===== config.mk =====
export PLATFORM = sky130hd
export DESIGN_NAME = video_cfg_ctrl_flat
export DESIGN_NICKNAME = d
export VERILOG_FILES = /design/src/rtl/video_cfg_ctrl_pkg.sv /design/src/rtl/video_cfg_ctrl_if.sv /design/src/rtl/video_cfg_ctrl.sv /design/src/flat_wrapper.sv
export SDC_FILE = /design/constraint.sdc
export NUM_CORES = 1
export LEC_CHECK = 0
export BUFFER_PORTS_ARGS = -buffer_cell sky130_fd_sc_hd__buf_4
export CORE_UTILIZATION = 50
export CTS_CLUSTER_SIZE = 10
export DETAILED_ROUTE_END_ITERATION = 6
export PLACE_DENSITY = 0.77
export SKIP_CTS_REPAIR_TIMING = 1
export SKIP_LAST_GASP = 1
export SLEW_MARGIN = 10
export SYNTH_ARGS = -nofsm -noshare
export SYNTH_HDL_FRONTEND = slang
export SYNTH_SLANG_ARGS = --single-unit

===== constraint.sdc =====
create_clock -name clk_74a -period 2.6 [get_ports clk_74a]
set_input_delay 0.13 -clock clk_74a [delete_from_list [all_inputs] [get_ports clk_74a]]
set_output_delay 0.13 -clock clk_74a [all_outputs]
set_load 0.02 [all_outputs]

===== src/rtl/video_cfg_ctrl_pkg.sv =====
// Shared types and helpers for the video configuration controller.
// Latency: n/a (declarations only).
// Backpressure: n/a.
package video_cfg_pkg;

   // Word offsets inside the 16-byte register window (bridge_addr[3:2])
   localparam logic [1:0] OFS_CTRL   = 2'd0;
   localparam logic [1:0] OFS_FX     = 2'd1;
   localparam logic [1:0] OFS_COMMIT = 2'd2;
   localparam logic [1:0] OFS_STATUS = 2'd3;

   typedef enum logic [1:0] {
      ST_IDLE,
      ST_ARMED,
      ST_APPLY
   } cfg_state_t;

   // One set of mixer controls; used for both the shadow and the live copy
   typedef struct packed {
      logic       grayscale;
      logic [2:0] preset;
      logic [3:0] scnl;
      logic [3:0] smask;
   } video_cfg_t;

   // Reverse byte order of a 32-bit bridge word
   function automatic logic [31:0] bswap32(input logic [31:0] v);
      return {v[7:0], v[15:8], v[23:16], v[31:24]};
   endfunction

endpackage


===== src/rtl/video_cfg_ctrl_if.sv =====
// APF bridge register-access bundle between the bridge decoder and the controller.
// Latency: n/a (wires only); read data is registered by the slave.
// Backpressure: none, strobes are single-cycle and always accepted.
interface video_cfg_ctrl_if;

   logic        bridge_endian_little;
   logic [31:0] bridge_addr;
   logic        bridge_wr;
   logic [31:0] bridge_wr_data;
   logic        bridge_rd;
   logic [31:0] bridge_rd_data;

   modport master (
      output bridge_endian_little,
      output bridge_addr,
      output bridge_wr,
      output bridge_wr_data,
      output bridge_rd,
      input  bridge_rd_data
   );

   modport slave (
      input  bridge_endian_little,
      input  bridge_addr,
      input  bridge_wr,
      input  bridge_wr_data,
      input  bridge_rd,
      output bridge_rd_data
   );

endinterface


===== src/rtl/video_cfg_ctrl.sv =====
// Shadowed video mixer controls, committed to live outputs only at a frame boundary.
// Latency: read data 1 cycle after bridge_rd; live update 2 cycles after the vsync edge.
// Backpressure: none, bridge strobes are always accepted; commits wait on dataslot_allcomplete.
module video_cfg_ctrl
   import video_cfg_pkg::*;
#(
   parameter logic [31:0] ADDR_BASE  = 32'hF000_1000,
   parameter logic [23:0] VS_TIMEOUT = 24'd2_500_000
) (
   input  logic             clk_74a,
   input  logic             reset,
   video_cfg_ctrl_if.slave  bridge,
   input  logic             dataslot_allcomplete,
   input  logic             vs_sync,
   output logic             grayscale_en,
   output logic [2:0]       video_preset,
   output logic [3:0]       scnl_sw,
   output logic [3:0]       smask_sw,
   output logic             cfg_pending,
   output logic             cfg_applied
);

   video_cfg_t  shadow;
   video_cfg_t  live;
   cfg_state_t  state;
   logic [23:0] tmo_cnt;
   logic [7:0]  apply_cnt;
   logic        vs_prev;

   logic        hit;
   logic [1:0]  ofs;
   logic [31:0] wdat;
   logic [31:0] rd_raw;
   logic        commit_wr;
   logic        vs_rise;
   logic        tmo_hit;

   assign hit       = (bridge.bridge_addr[31:4] == ADDR_BASE[31:4]);
   assign ofs       = bridge.bridge_addr[3:2];
   assign wdat      = bridge.bridge_endian_little ? bridge.bridge_wr_data
                                                  : bswap32(bridge.bridge_wr_data);
   assign commit_wr = hit && bridge.bridge_wr && (ofs == OFS_COMMIT);
   assign vs_rise   = vs_sync && !vs_prev;
   assign tmo_hit   = (tmo_cnt == VS_TIMEOUT - 24'd1);

   // Byte-lane and word-alignment bits that carry no register content
   logic unused_ok;
   assign unused_ok = &{1'b0, bridge.bridge_addr[1:0], wdat[31:12], wdat[7]};

   assign grayscale_en = live.grayscale;
   assign video_preset = live.preset;
   assign scnl_sw      = live.scnl;
   assign smask_sw     = live.smask;

   // Shadow registers: bridge writes land here immediately
   always_ff @(posedge clk_74a) begin
      if (reset) begin
         shadow <= '0;
      end else if (hit && bridge.bridge_wr) begin
         if (ofs == OFS_CTRL) begin
            shadow.grayscale <= wdat[0];
            shadow.preset    <= wdat[6:4];
         end else if (ofs == OFS_FX) begin
            shadow.scnl      <= wdat[3:0];
            shadow.smask     <= wdat[11:8];
         end
      end
   end

   // Readback mux for the addressed register, before byte-order correction
   always_comb begin
      rd_raw = '0;
      case (ofs)
         OFS_CTRL:   rd_raw = {25'd0, shadow.preset, 3'd0, shadow.grayscale};
         OFS_FX:     rd_raw = {20'd0, shadow.smask, 4'd0, shadow.scnl};
         OFS_COMMIT: rd_raw = '0;
         OFS_STATUS: rd_raw = {16'd0, apply_cnt, 6'd0, dataslot_allcomplete, cfg_pending};
         default:    rd_raw = '0;
      endcase
   end

   // Registered read data; misses keep the previous value
   always_ff @(posedge clk_74a) begin
      if (reset) begin
         bridge.bridge_rd_data <= '0;
      end else if (hit && bridge.bridge_rd) begin
         bridge.bridge_rd_data <= bridge.bridge_endian_little ? rd_raw : bswap32(rd_raw);
      end
   end

   // Previous vsync sample for rising-edge detection
   always_ff @(posedge clk_74a) begin
      if (reset) begin
         vs_prev <= 1'b0;
      end else begin
         vs_prev <= vs_sync;
      end
   end

   // Commit FSM: arm on COMMIT, wait for vsync edge or timeout, then copy shadow to live
   always_ff @(posedge clk_74a) begin
      if (reset) begin
         state       <= ST_IDLE;
         tmo_cnt     <= '0;
         apply_cnt   <= '0;
         live        <= '0;
         cfg_pending <= 1'b0;
         cfg_applied <= 1'b0;
      end else begin
         cfg_applied <= 1'b0;
         case (state)
            ST_IDLE: begin
               if (commit_wr) begin
                  state       <= ST_ARMED;
                  tmo_cnt     <= '0;
                  cfg_pending <= 1'b1;
               end
            end
            ST_ARMED: begin
               if (!dataslot_allcomplete) begin
                  tmo_cnt <= '0;
               end else if (vs_rise || tmo_hit) begin
                  state <= ST_APPLY;
               end else begin
                  tmo_cnt <= tmo_cnt + 24'd1;
               end
            end
            ST_APPLY: begin
               // Non-blocking copy picks up the shadow as it was before any same-cycle write
               live        <= shadow;
               cfg_applied <= 1'b1;
               apply_cnt   <= apply_cnt + 8'd1;
               if (commit_wr) begin
                  state   <= ST_ARMED;
                  tmo_cnt <= '0;
               end else begin
                  state       <= ST_IDLE;
                  cfg_pending <= 1'b0;
               end
            end
            default: begin
               state       <= ST_IDLE;
               cfg_pending <= 1'b0;
            end
         endcase
      end
   end

endmodule


===== src/flat_wrapper.sv =====
// flat-port wrapper written by rule: the top's interface ports become plain ports
module video_cfg_ctrl_flat import video_cfg_pkg::*;
#(
   parameter logic [31:0] ADDR_BASE  = 32'hF000_1000,
   parameter logic [23:0] VS_TIMEOUT = 24'd2_500_000
)
  (clk_74a, reset, dataslot_allcomplete, vs_sync, grayscale_en, video_preset, scnl_sw, smask_sw, cfg_pending, cfg_applied, bridge_bridge_endian_little, bridge_bridge_addr, bridge_bridge_wr, bridge_bridge_wr_data, bridge_bridge_rd, bridge_bridge_rd_data);
  video_cfg_ctrl_if bridge_i ();
  input  logic clk_74a;
  input  logic reset;
  input  logic dataslot_allcomplete;
  input  logic vs_sync;
  output logic grayscale_en;
  output logic [2:0] video_preset;
  output logic [3:0] scnl_sw;
  output logic [3:0] smask_sw;
  output logic cfg_pending;
  output logic cfg_applied;
  input wire logic [$bits(bridge_i.bridge_endian_little)-1:0] bridge_bridge_endian_little;
  input wire logic [$bits(bridge_i.bridge_addr)-1:0] bridge_bridge_addr;
  input wire logic [$bits(bridge_i.bridge_wr)-1:0] bridge_bridge_wr;
  input wire logic [$bits(bridge_i.bridge_wr_data)-1:0] bridge_bridge_wr_data;
  input wire logic [$bits(bridge_i.bridge_rd)-1:0] bridge_bridge_rd;
  output wire logic [$bits(bridge_i.bridge_rd_data)-1:0] bridge_bridge_rd_data;
  assign bridge_i.bridge_endian_little = bridge_bridge_endian_little;
  assign bridge_i.bridge_addr = bridge_bridge_addr;
  assign bridge_i.bridge_wr = bridge_bridge_wr;
  assign bridge_i.bridge_wr_data = bridge_bridge_wr_data;
  assign bridge_i.bridge_rd = bridge_bridge_rd;
  assign bridge_bridge_rd_data = bridge_i.bridge_rd_data;
  video_cfg_ctrl #(.ADDR_BASE(ADDR_BASE), .VS_TIMEOUT(VS_TIMEOUT)) u_core (.clk_74a(clk_74a), .reset(reset), .bridge(bridge_i), .dataslot_allcomplete(dataslot_allcomplete), .vs_sync(vs_sync), .grayscale_en(grayscale_en), .video_preset(video_preset), .scnl_sw(scnl_sw), .smask_sw(smask_sw), .cfg_pending(cfg_pending), .cfg_applied(cfg_applied));
endmodule

* Yosys cells after proc, flatten, opt, wreduce, memory -nomap -nowiden
Index checks and enable logic that the tools add are counted.
Widths: inputs -> output; s select.
** Word-level totals
- Input port bits :: 71
- Flip-flop bits (word level) :: 93
- Logic and storage cells :: 63
- Output and inout bits :: 46
** Cells by class
- Reduce and logical (&&, ||, !) cells :: 15
- Mux-type cells :: 16
- Add/sub/neg operators :: 2
- Bitwise logic cells :: 2
- Eq/ne operators :: 13
** Operators with widths (count)
- $pmux 32 s4 :: 1
- $mux 24 :: 3
- $pmux 24 s2 :: 1
- $mux 32 :: 1
- $eq 28x28->1 const B :: 1
- $add 24x1->24 const B :: 1
- $eq 24x22->1 const B :: 1
- $mux 12 :: 1
- $reduce_and 3->1 :: 4
- $add 8x1->8 const B :: 1
- $eq 2x2->1 const B :: 3
- $mux 2 :: 3
- $ne 2x1->1 const B :: 3
- $pmux 2 s3 :: 1
- $eq 2x1->1 const B :: 2
- $logic_and 1x1->1 :: 4
- $logic_not 2->1 :: 2
- $mux 1 :: 4
- $ne 2x2->1 const B :: 2
- $ne 3x3->1 const B :: 1
- $pmux 1 s3 :: 1
- $not 1->1 :: 2
- $reduce_and 2->1 :: 1
- $reduce_bool 2->1 :: 1
- 3 further kinds :: 3

* Longest topological paths before layout
- Depth after elaboration :: 6
- Mapped depth :: 8
- Depth with buffers taken out :: 6

* Worst setup path after synthesis
OpenSTA, ideal clock, no wires.
- Path kind :: register to register
- Start :: reg u_core.tmo_cnt[0]
- End :: reg u_core.tmo_cnt[18]
- Setup time :: 0.117 ns
- Data required time :: 2.483 ns
- Period minus slack after synthesis :: 2.063 ns
- Cell stages (with the launch flop) :: 7
- Path buffers :: 0
- Slack :: 0.537 ns
- Arrival :: 1.946 ns
- Cell sequence :: dfxtp_1 > ha_1 > nand4_1 > nor4_1 > nand4_1 > a21bo_2 > o22a_1
** On the way
- Longest elaborated chain between the ends :: 4
- Elaborated cells on any way between the ends :: 8
- Classes of those cells :: add/sub (1); eq/ne (2); mux (3); reduce/logical (2)
** RTL lines
- start, declared :: line video_cfg_ctrl.sv:26 : logic [23:0] tmo_cnt;
- start signal, assigned :: line video_cfg_ctrl.sv:125 : tmo_cnt <= tmo_cnt + 24'd1;
- $add 24x1->24 / $eq 24x22->1 (equally long branches) :: line video_cfg_ctrl.sv:125, video_cfg_ctrl.sv:44
- $mux 24 / $logic_or 1x1->1 (equally long branches) :: line video_cfg_ctrl.sv:122 : end else if (vs_rise || tmo_hit) begin
- $mux 24 / $ne 3x3->1 (equally long branches)
- $pmux 24 s2 / $reduce_and 3->1 (equally long branches)
Several ways; a longest one is shown, not always the timed one. The select of a mux whose other input is x is not followed.
A chain may end at the register's enable or synchronous reset.

* Final worst setup path
Same ends and word-level chain as after synthesis.

==> results list <==
- For this run, the top clock speed supported by timing is roughly 0.45 GHz.
- Leaving out fill and tap cells, the most frequent cell in the layout is sky130_fd_sc_hd__buf_4.
* Flop and latch count out of synthesis: 91
- Worst EP required: approximately 2.9 ns
- Clock Sinks: 91
- DRC violation count after routing: 0
- The run finished, with violations left.
- Most used DFF post-synth: sky130_fd_sc_hd__dfxtp_1
* Number of synthesized flops with an enable pin: 0
- Clock transition at the registers of the reported paths: 0.09 ns
- The critical path goes through ha_1 > nand4_1 > nor4_1 > buf_4 > nand4_1 > a21bo_2 > o22a_1.
* ANT nets after route: 0
- For this design the top-level I/O count stands at ~120.
* Port Buffers: ~100
* Maximum number of pins on one net before global-route repair: 67
- After routing the design area is between 5000 and 6000 um^2.
- The clock network is responsible for between 30% and 40% of the overall power.
* Number of H-tree branching levels: 3
- Summing all placed instances gives a cell area of 5150 um^2.
* Relative contribution of combinational cells to total power: under 10%
- First-pass GRT wire length: about 17000 um
- The initialized floorplan defines 33 standard-cell rows.
- The floorplan step defined a core boundary enclosing a little over 8000 um^2.
* DR iter-0 viols: approximately 220
- Launch instance of the worst min-delay path: vs_sync
- Final critical delay including setup and external delays: 2.246 ns
- Full die area: approximately 9000 um^2
- Setup violations remaining at the end of the flow were counted as 0.
* Switching portion of total power: roughly a quarter
* CTS Root Cell: sky130_fd_sc_hd__clkbuf_8
* Setup repair after global routing missed its margin: no
- Failing checks: hold timing
* Starting density of the core: a little over half
* Peak fanout along the critical path: 6
- For this run, the number of Yosys warnings is 0.
- Switching pwr: 0.0006508 W
- In this run the tightest slew margin relative to its limit is between 30% and 40%.
- The worst setup path is captured at a register.
- Post-route clock skew: ~0.012 ns
- Startpoint class of the critical path: register
* Most frequent cells in the layout: 111 x sky130_fd_sc_hd__buf_4, 91 x sky130_fd_sc_hd__dfxtp_1, 52 x sky130_fd_sc_hd__nand2_1
- DRT Wirelength: ~11000 um
- Routed via count divided by cell count: about 5.7
- Proportion of netlist area held by the largest area contributor: a little over two fifths
- Together, buffers and inverters on the worst path number 1.
- For the pin with the worst max-slew slack, the measured transition is roughly 0.95 ns.
* Final #Nets: 660
- Final non-filler cell total: ~700
* Area overhead of the layout relative to synthesis: 24.14%
* Netlist cell types: 59
- Start-to-end type of the worst setup path: register to register
* Peak supply drop: between 0.0002 and 0.0003 V
- CTS tree: built
- Post-Route Hold Slack: -0.009994 ns
- Top cell by count, worst path: sky130_fd_sc_hd__nand4_1
- Dividing the final minimum period by the clock period gives a little under nine tenths.
- Once placement completed, the tool counted placed cells totaling about 680.
- The max-slew violation count came to 0.
* Share of cells above drive strength 1: about a quarter
- Cell accounting for the most synthesized area: sky130_fd_sc_hd__dfxtp_1
- Top cells by area, synth: sky130_fd_sc_hd__dfxtp_1 42%, sky130_fd_sc_hd__mux2i_1 5.6%, sky130_fd_sc_hd__a21oi_1 4.7%
- Maximum Capacitance Violations: 0
- Setup total negative slack on the finished layout was measured at 0 ns.
- The pre-antenna-repair detailed-routing pass consisted of 7 iterations.
- The number of global-route vias before repair is 3582.
- Cell area power density: around 480 nW/um^2
- Insertion delay of the later-clocked pin in the worst-skew pair: 0.37 ns
- Total overflow reported by the global router: 0
* Number of buffers created by CTS: 9
- Number of cells produced by synthesis: 496
- Summed over all cells, the static leakage comes to 2.114 nW.
- The initial antenna violation count came to 0.
- Arrival time at the worst endpoint: roughly 2.5 ns
- In this run the deepest clock path goes through 2 buffers.
* Pwr Total: between 0.002 and 0.003 W
- Register area share after synthesis: approximately 42%
- Sequential cells burn around 54% of the power.
* Proportion of register bits with asynchronous set or reset after synthesis: 0%
- The repair_antennas step left the layout with diodes totalling 0.
* Crit path max-delay family: simple AND/OR/NAND/NOR gates
* Critical Path Slowest Stage Cell: sky130_fd_sc_hd__dfxtp_1
* Worst min path class: input port to register
* Routability cong.: between 0.8 and 0.9
- After synthesis, the mean cell area works out to between 8 and 9 um^2.
* Die width: 94.98 um
- In this run the critical register-to-register path is launched from u_core.tmo_cnt[0]$_SDFFE_PP0P_.
- Area of the mapped netlist: ~4300 um^2
- The routed layout has 4002 vias.
* Internal Pwr Total: slightly below 0.002 W
- Global routing used 24.44% of the available tracks.
- The hold violation total from the final report was 1.
* Slowest cell delay on critical path: 0.43 ns
* Die Height: between 90 and 100 um
- In this run the worst setup path begins at u_core.tmo_cnt[0]$_SDFFE_PP0P_.
* HPWL after DPL: 7696 um
- Filler instances: slightly above 700
* Post-DR wirelength/cell: 15.23 um
==> cell type report <==
class                      instances  area (um^2)  area share, %
multi-input combinational        364         2310          43.04
inverter                           9        33.78         0.6295
tap                              105        131.4          2.448
timing repair buffer             112        853.3          15.90
clock inverter                     7        92.59          1.725
clock buffer                       9        123.9          2.308
sequential                        91         1822          33.95
==> path summary, 6_finish.rpt <==
| path | endpoint | slack (ns) | depth (start not counted) |
|---|---|---|---|
| max | u_core.tmo_cnt[18]$_SDFFE_PP0P_ | 0.35 | 7 |
| min reg2reg | u_core.smask_sw[3]$_SDFFE_PP0P_ | 0.46 | 2 |
| max reg2reg | u_core.tmo_cnt[18]$_SDFFE_PP0P_ | 0.35 | 7 |
| min | u_core.vs_prev$_SDFF_PP0_ | -0.01 | 2 |
==> per-stage QoR <==
stage,setup WS (ns),utilization (%)
floorplan,0.5372,-
global placement,0.4795,62.05
detailed placement,0.4432,62.05
CTS,0.3843,64.66
global route,0.2033,64.66
finish,0.3540,64.66
==> power groups by stage <==
| stage | clock network [W] | registers, W | logic, W |
|---|---|---|---|
| global placement | 0 | 0.00143 | 0.000161 |
| finish | 0.00104 | 0.00139 | 0.000164 |
| detailed placement | 0 | 0.00143 | 0.000164 |
| CTS | 0.00105 | 0.00139 | 0.000165 |
| global route | 0.00112 | 0.00139 | 0.000177 |
| floorplan | 0 | 0.00143 | 0.0000774 |
==> cell usage after synthesis, types with 6 or more instances <==
library cell,count
sky130_fd_sc_hd__mux2i_1,24
sky130_fd_sc_hd__nand2_1,52
sky130_fd_sc_hd__inv_1,8
sky130_fd_sc_hd__dfxtp_1,91
sky130_fd_sc_hd__a31oi_1,9
sky130_fd_sc_hd__clkbuf_1,19
sky130_fd_sc_hd__nor3_1,13
sky130_fd_sc_hd__nand4_1,18
sky130_fd_sc_hd__a21oi_1,41
sky130_fd_sc_hd__nor2_1,51
sky130_fd_sc_hd__nand2b_1,20
sky130_fd_sc_hd__mux2_2,6
sky130_fd_sc_hd__nand3_1,19
sky130_fd_sc_hd__and3_1,11
sky130_fd_sc_hd__o21ba_1,6
sky130_fd_sc_hd__nor4_1,8
sky130_fd_sc_hd__o22a_1,8
sky130_fd_sc_hd__buf_2,7
sky130_fd_sc_hd__o21ai_0,10
sky130_fd_sc_hd__a211oi_1,12
==> per-layer routing <==
metal,track usage (%),part of all wire [%]
met1,32.59,46
met2,40.35,49
met3,3.784,4.1
met4,7.828,1.4
met5,0,0
==> cells by family after synthesis <==
logic type,count (synthesis),synth area share (%)
xor+xnor,5,1.013
fa+ha+maj,3,0.8393
simple gates,221,28.22
buf+inv,42,4.631
mux,30,7.120
other cells,1,0.08675
compound gates,103,15.95
flops,91,42.14
==> flip-flops by register name (all words and copies together), names as in the netlist <==
signal and flops:
u_core.grayscale_en 1, u_core.shadow 12, u_core.state 2, u_core.smask_sw 4
u_core.scnl_sw 4, u_core.vs_prev 1, u_core.bridge.bridge_rd_data 30, u_core.video_preset 3
u_core.cfg_applied 1, u_core.tmo_cnt 24, u_core.apply_cnt 8, u_core.cfg_pending 1
Note: power is estimated with default switching activity, not from simulation.
